==> src/rtl/lcd_pkg.sv <==
// lcd_pkg: shared types and constants for the LCD text feeder.
//   feeder_state_e : sequencer state encoding
//   lcd_bus_t      : {rs, rw, data[7:0]} word presented to the LCD controller
//   char_index()   : maps a transaction index to the buffer slot it sends
package lcd_pkg;

  typedef enum logic [2:0] {
    StIdle,
    StWaitRdy,
    StIssue,
    StWaitAck,
    StGap,
    StNext
  } feeder_state_e;

  typedef struct packed {
    logic       rs;
    logic       rw;
    logic [7:0] data;
  } lcd_bus_t;

  localparam int unsigned NCHARS        = 32;
  localparam logic [7:0]  LCD_CMD_LINE1 = 8'h80;
  localparam logic [7:0]  LCD_CMD_LINE2 = 8'hC0;
  localparam logic [7:0]  LCD_SPACE     = 8'h20;

  // Transaction 0 and 17 are DDRAM address commands; everything else is a character.
  localparam logic [5:0]  LINE1_T = 6'd0;
  localparam logic [5:0]  LINE2_T = 6'd17;
  localparam logic [5:0]  LAST_T  = 6'd33;

  // Slot sent by transaction t: t-1 on line 1, t-2 on line 2 (skipping the 0xC0 command).
  // The result for the command slots is don't-care.
  function automatic logic [4:0] char_index(input logic [5:0] t);
    logic [5:0] idx;
    idx = (t <= 6'd16) ? (t - 6'd1) : (t - 6'd2);
    return idx[4:0];
  endfunction

endpackage

==> src/rtl/lcd_text_buf.sv <==
// lcd_text_buf: 32 x 8 character buffer for the two display lines.
//   clk, rst_n : clock, synchronous active-low reset (buffer fills with spaces)
//   wr_en      : host write strobe; wr_char is stored at wr_addr
//   wr_addr    : write slot 0..31
//   wr_char    : character code to store
//   rd_addr    : asynchronous read slot
//   rd_char    : character stored at rd_addr
module lcd_text_buf
  import lcd_pkg::*;
(
  input  logic       clk,
  input  logic       rst_n,
  input  logic       wr_en,
  input  logic [4:0] wr_addr,
  input  logic [7:0] wr_char,
  input  logic [4:0] rd_addr,
  output logic [7:0] rd_char
);

  logic [7:0] mem_q [NCHARS];

  always_ff @(posedge clk) begin
    if (!rst_n) begin
      for (int i = 0; i < int'(NCHARS); i++) begin
        mem_q[i] <= LCD_SPACE;
      end
    end else if (wr_en) begin
      mem_q[wr_addr] <= wr_char;
    end
  end

  assign rd_char = mem_q[rd_addr];

endmodule

==> src/rtl/lcd_text_feeder.sv <==
// lcd_text_feeder: streams a 2x16 text buffer to an HD44780-style controller.
//   clk, rst_n  : clock, synchronous active-low reset
//   wr_en       : host buffer write strobe (accepted in every state)
//   wr_addr     : character slot 0..31 (0-15 line 1, 16-31 line 2)
//   wr_char     : character code
//   refresh     : one-cycle redraw request; queued as pending while a redraw runs
//   lcd_busy    : controller busy flag
//   lcd_enable  : one-cycle transfer request to the controller
//   lcd_bus     : registered {rs, rw, data}; held from one issue to the next
//   feeder_busy : high while a redraw is in progress
//   done        : one-cycle pulse when a redraw completes
//   ack_err     : sticky, set when an issue was not acknowledged in time
module lcd_text_feeder
  import lcd_pkg::*;
#(
  parameter int unsigned CLK_FREQ    = 45,
  parameter int unsigned GAP_CYCLES  = 2300,
  parameter int unsigned ACK_TIMEOUT = 16
) (
  input  logic       clk,
  input  logic       rst_n,
  input  logic       wr_en,
  input  logic [4:0] wr_addr,
  input  logic [7:0] wr_char,
  input  logic       refresh,
  input  logic       lcd_busy,
  output logic       lcd_enable,
  output logic [9:0] lcd_bus,
  output logic       feeder_busy,
  output logic       done,
  output logic       ack_err
);

  // The controller needs at least 50 us of quiet after a transfer; never go below that.
  localparam int unsigned GapFloor = 50 * CLK_FREQ;
  localparam int unsigned GapLen   = (GAP_CYCLES > GapFloor) ? GAP_CYCLES : GapFloor;
  localparam int unsigned GapW     = $clog2(GapLen + 1);
  localparam int unsigned ToW      = $clog2(ACK_TIMEOUT + 1);
  localparam logic [GapW-1:0] GapLast = GapW'(GapLen - 1);
  localparam logic [ToW-1:0]  ToLast  = ToW'(ACK_TIMEOUT - 1);

  feeder_state_e   state_q, state_d;
  logic [5:0]      t_q, t_d;
  logic [GapW-1:0] gap_q, gap_d;
  logic [ToW-1:0]  to_q, to_d;
  logic            pending_q, pending_d;
  logic            busy_q, busy_d;
  logic            done_q, done_d;
  logic            err_q, err_d;
  lcd_bus_t        bus_q, bus_d;
  lcd_bus_t        issue_word;
  logic [7:0]      rd_char;

  lcd_text_buf u_buf (
    .clk     (clk),
    .rst_n   (rst_n),
    .wr_en   (wr_en),
    .wr_addr (wr_addr),
    .wr_char (wr_char),
    .rd_addr (char_index(t_q)),
    .rd_char (rd_char)
  );

  // The buffer is read at issue time, so late writes to unsent slots still make it out.
  always_comb begin
    issue_word = '{rs: 1'b1, rw: 1'b0, data: rd_char};
    if (t_q == LINE1_T) begin
      issue_word = '{rs: 1'b0, rw: 1'b0, data: LCD_CMD_LINE1};
    end else if (t_q == LINE2_T) begin
      issue_word = '{rs: 1'b0, rw: 1'b0, data: LCD_CMD_LINE2};
    end
  end

  always_comb begin
    state_d   = state_q;
    t_d       = t_q;
    gap_d     = gap_q;
    to_d      = to_q;
    pending_d = pending_q | refresh;
    busy_d    = busy_q;
    done_d    = 1'b0;
    err_d     = err_q;
    bus_d     = bus_q;

    unique case (state_q)
      StIdle: begin
        if (refresh || pending_q) begin
          pending_d = 1'b0;
          t_d       = '0;
          busy_d    = 1'b1;
          state_d   = StWaitRdy;
        end
      end
      StWaitRdy: begin
        if (!lcd_busy) begin
          bus_d   = issue_word;
          state_d = StIssue;
        end
      end
      StIssue: begin
        to_d    = '0;
        state_d = StWaitAck;
      end
      StWaitAck: begin
        if (lcd_busy) begin
          gap_d   = '0;
          state_d = StGap;
        end else if (to_q >= ToLast) begin
          // Retry the same transaction; bus_q is reloaded with the same word.
          err_d   = 1'b1;
          state_d = StWaitRdy;
        end else if (to_q != '1) begin
          to_d = to_q + ToW'(1);
        end
      end
      StGap: begin
        if (gap_q == GapLast) begin
          state_d = StNext;
        end else begin
          gap_d = gap_q + GapW'(1);
        end
      end
      StNext: begin
        if (t_q == LAST_T) begin
          done_d  = 1'b1;
          busy_d  = 1'b0;
          state_d = StIdle;
        end else begin
          t_d     = t_q + 6'd1;
          state_d = StWaitRdy;
        end
      end
      default: state_d = StIdle;
    endcase
  end

  always_ff @(posedge clk) begin
    if (!rst_n) begin
      state_q   <= StIdle;
      t_q       <= '0;
      gap_q     <= '0;
      to_q      <= '0;
      pending_q <= 1'b0;
      busy_q    <= 1'b0;
      done_q    <= 1'b0;
      err_q     <= 1'b0;
      bus_q     <= '0;
    end else begin
      state_q   <= state_d;
      t_q       <= t_d;
      gap_q     <= gap_d;
      to_q      <= to_d;
      pending_q <= pending_d;
      busy_q    <= busy_d;
      done_q    <= done_d;
      err_q     <= err_d;
      bus_q     <= bus_d;
    end
  end

  assign lcd_enable  = (state_q == StIssue);
  assign lcd_bus     = bus_q;
  assign feeder_busy = busy_q;
  assign done        = done_q;
  assign ack_err     = err_q;

endmodule

==> config.mk <==
export PLATFORM = sky130hd
export DESIGN_NAME = lcd_text_feeder
export DESIGN_NICKNAME = d
export VERILOG_FILES = /design/src/rtl/lcd_pkg.sv /design/src/rtl/lcd_text_buf.sv /design/src/rtl/lcd_text_feeder.sv
export SDC_FILE = /design/constraint.sdc
export NUM_CORES = 1
export LEC_CHECK = 0
export ABC_AREA = 1
export CAP_MARGIN = 20
export CORE_UTILIZATION = 40
export DETAILED_ROUTE_END_ITERATION = 10
export HOLD_SLACK_MARGIN = 0.02
export SYNTH_ARGS = -nofsm -noshare
export SYNTH_HDL_FRONTEND = slang
export SYNTH_SLANG_ARGS = --single-unit
==> constraint.sdc <==
create_clock -name clk -period 2.6 [get_ports clk]
set_input_delay 0.26 -clock clk [delete_from_list [all_inputs] [get_ports clk]]
set_output_delay 0.26 -clock clk [all_outputs]
set_load 0.1 [all_outputs]
==> results of run 1 <==
worst paths after layout:
check / startpoint / end / slack [ns] / cells after the start
setup / recovery: t_q[1] / lcd_bus[3] / 0.20 / 17
hold / removal: refresh / pending_q / 0.41 / 3
setup reg to reg: t_q[1] / lcd_bus[3] / 0.20 / 17
hold reg to reg: lcd_bus[6] / lcd_bus[6] / 0.47 / 2
per-layer routing:
layer / global-route usage / vias to the layer above / share of wire
met5: 0 / - / 0
met1: 0.288 / 5288 / 0.42
met4: 0.0766 / 0 / 0.028
met2: 0.364 / 428 / 0.48
li1: - / 5138 / -
met3: 0.0335 / 78 / 0.075
layout by cell type (no fill, tap or decap), drive strengths merged, types with 16 or more instances in the layout:
| cell | instances |
|---|---|
| a21oi | 25 |
| buf | 53 |
| clkbuf | 44 |
| clkdlybuf4s50 | 16 |
| clkinv | 19 |
| dfxtp | 39 |
| edfxtp | 256 |
| inv | 135 |
| nand2 | 361 |
| nand3 | 232 |
| nor2 | 294 |
| nor3 | 31 |
| o21ai | 21 |
sequential cells by signal (all words and copies together), names as in the netlist:
register and flops:
u_buf.mem_q 256, gap_q 12, lcd_bus 9, t_q 6, to_q 5, state_q 3, ack_err 1, done 1
feeder_busy 1, pending_q 1
power breakdown:
group	internal, mW	total, mW	leakage (nW)	switching (mW)
registers	5.43	5.58	2.77	0.147
logic	1.60	5.20	2.91	3.59
clock network	2.59	4.50	0.513	1.92
cell usage after synthesis, drive strengths merged:
master  number
a211oi       3
a21oi       25
a31oi        2
buf         46
clkbuf      35
clkinv       2
conb         1
dfxtp       39
edfxtp     256
ha          11
inv        133
nand2      361
nand3      232
nand3b      11
nor2       294
nor3        31
nor3b        3
nor4         4
o211a        1
o211ai      13
o21a         1
o21ai       21
or2          3
xnor2        3
xor2         3
layout make-up:
cell class	count	area (um2)
Timing Repair Buffer	73	739
Tap cell	455	569
Multi-Input combinational cell	1023	4580
Inverter	135	514
Fill cell	3276	18600
Clock inverter	20	124
Sequential cell	295	8470
Clock buffer	40	905
repair_timing:
item                       CTS  global route
buffers inserted             0             0
gates resized for setup      0            11
setup endpoints to repair    0             8
critical path, stage by stage (launching register included):
cell     delay, ns
dfxtp_1       0.32
inv_2         0.11
ha_1          0.18
nand2_2       0.08
nand2_4       0.09
nand2_4       0.08
nand2_4       0.08
nand2_4       0.11
inv_6         0.17
buf_16        0.20
nand2_1       0.09
nand3_1       0.13
nand3_1       0.17
nand3_1       0.12
nand3_1       0.10
nand2_1       0.08
nand2_1       0.05
a21oi_1       0.14
logic make-up (layout without fill, tap and decap cells):
family	after synthesis	in the layout	share of synthesized area
other	1	1	0.000268
buffers and inverters	216	268	0.0669
adders and majority gates	11	11	0.00985
AOI/OAI and AO/OA	66	66	0.0278
and+or+nand+nor	939	939	0.285
xor gates and xnor gates	6	6	0.00430
DFF	295	295	0.606
==> results.md, run 1 <==
* Syn Nets at 1,563
* Drt total wl at 40,100 um
* CP required at 3.03 ns
* CTS Buf Count at 34
* Input/output buffers at 30
* 1st-pass router iterations at 5
* Largest net degree at the start of global routing at 97
* Syn avg cell area at 9.11 um2
* Outcome: completed
* Grt ovf at 0
* Routability Congestion at 0.904
* Synth warn at 0
* Via Count at 10,900
* Via/cell ratio at 5.36
* WHS at 0.407 ns
* Leakage at 6.19 nW
* Hold/Removal Path Class: in2reg
* Arrival time worst endpoint at 2.83 ns
* Pwr per Cell Area at 961 nW/um2
* Fin util at 0.461
* H-tree depth at 2
* Total power draw at 15.3 mW
* Die width at 189 um
* Setup crit end kind: flip-flop
* DR iter-0 viols at 1,151
* Slew headroom at 0.551
* Sequential share of the synthesized area at 0.606
* Clock Skew at 0.0164 ns
* Tot GR Track Use at 0.218
* Top cell type's share of synthesized area at 0.550
* Final setup fails at 0
* Clock sink count at 295
* Final nets at 1,591
* Post-layout instance area at 15,900 um2
* DP Area at 14,700 um2
* Tmin final at 2.40 ns
* Clock transition at path regs at 0.06 ns
* Root Buffer Master: clkbuf_16
* Vias in the first global route at 10,400
* IO Count at 32
* Hold_buf cts at 0
* Fin worst setup slack at 0.202 ns
* Die area at 35,700 um2
* Clk_lat worst skew at 0.51 ns
* Final Max Tran Viols at 0
* Final period util at 0.922
* RSZ-0062 raised after global routing: false
* Remaining DRCs at 0
* # diodes at 0
* CTS tree: done
* Number of failing hold endpoints at the final stage at 0
* Max Cap Viol at 0
* Peak supply drop at 0.562 mV
* Synth Instances at 1,534
* Antenna-violating nets left at 0
* Kind of critical path: reg2reg
* Crit path launch type: flip-flop
* Netlist cell types at 41
* Area added between synthesis and finish at 13.7%
* Per-cell routed wire length at 19.7 um
* Cell area after synthesis at 14,000 um2
* Max Fclk at 417 MHz
* Non-filler instance count after layout at 2,041
* Inst Count DP at 1,977
* Core Box Area at 34,500 um2
* Hpwl dp at 24,500 um
* Initial antenna violation count at 0
* Share of layout cells above drive strength 1 at 0.0801
* Top cell type by total area after synthesis: edfxtp_1
* Clk buf depth at 3
* Starting Density at 0.406
* First-pass GRT wire length at 59,500 um
* Height of the die at 189 um
* Area contributors post-synth: edfxtp_1 55%, nand2_1 9.5%, nand3_1 8.3%
* Worst-Margin Slew at 0.673 ns
* Post-place setup slack at 0.156 ns
* Number of cell rows at 68
* CP Max Fanout at 29
* Total negative slack at 0 ns
* Synthesized flop and latch total at 295
No activity file was read; power rests on OpenSTA's default activity.
==> run 2: changes to the inputs <==
CAP_MARGIN = 15   (was 20)
SLEW_MARGIN = 20   (was not set)
==> results of run 2 <==
The final DEF is identical to that of run 1; final timing and power are the same.
==> run 3: changes to the inputs <==
SKIP_LAST_GASP = 1   (was not set)
==> results of run 3 <==
The final DEF is identical to that of run 1; final timing and power are the same.
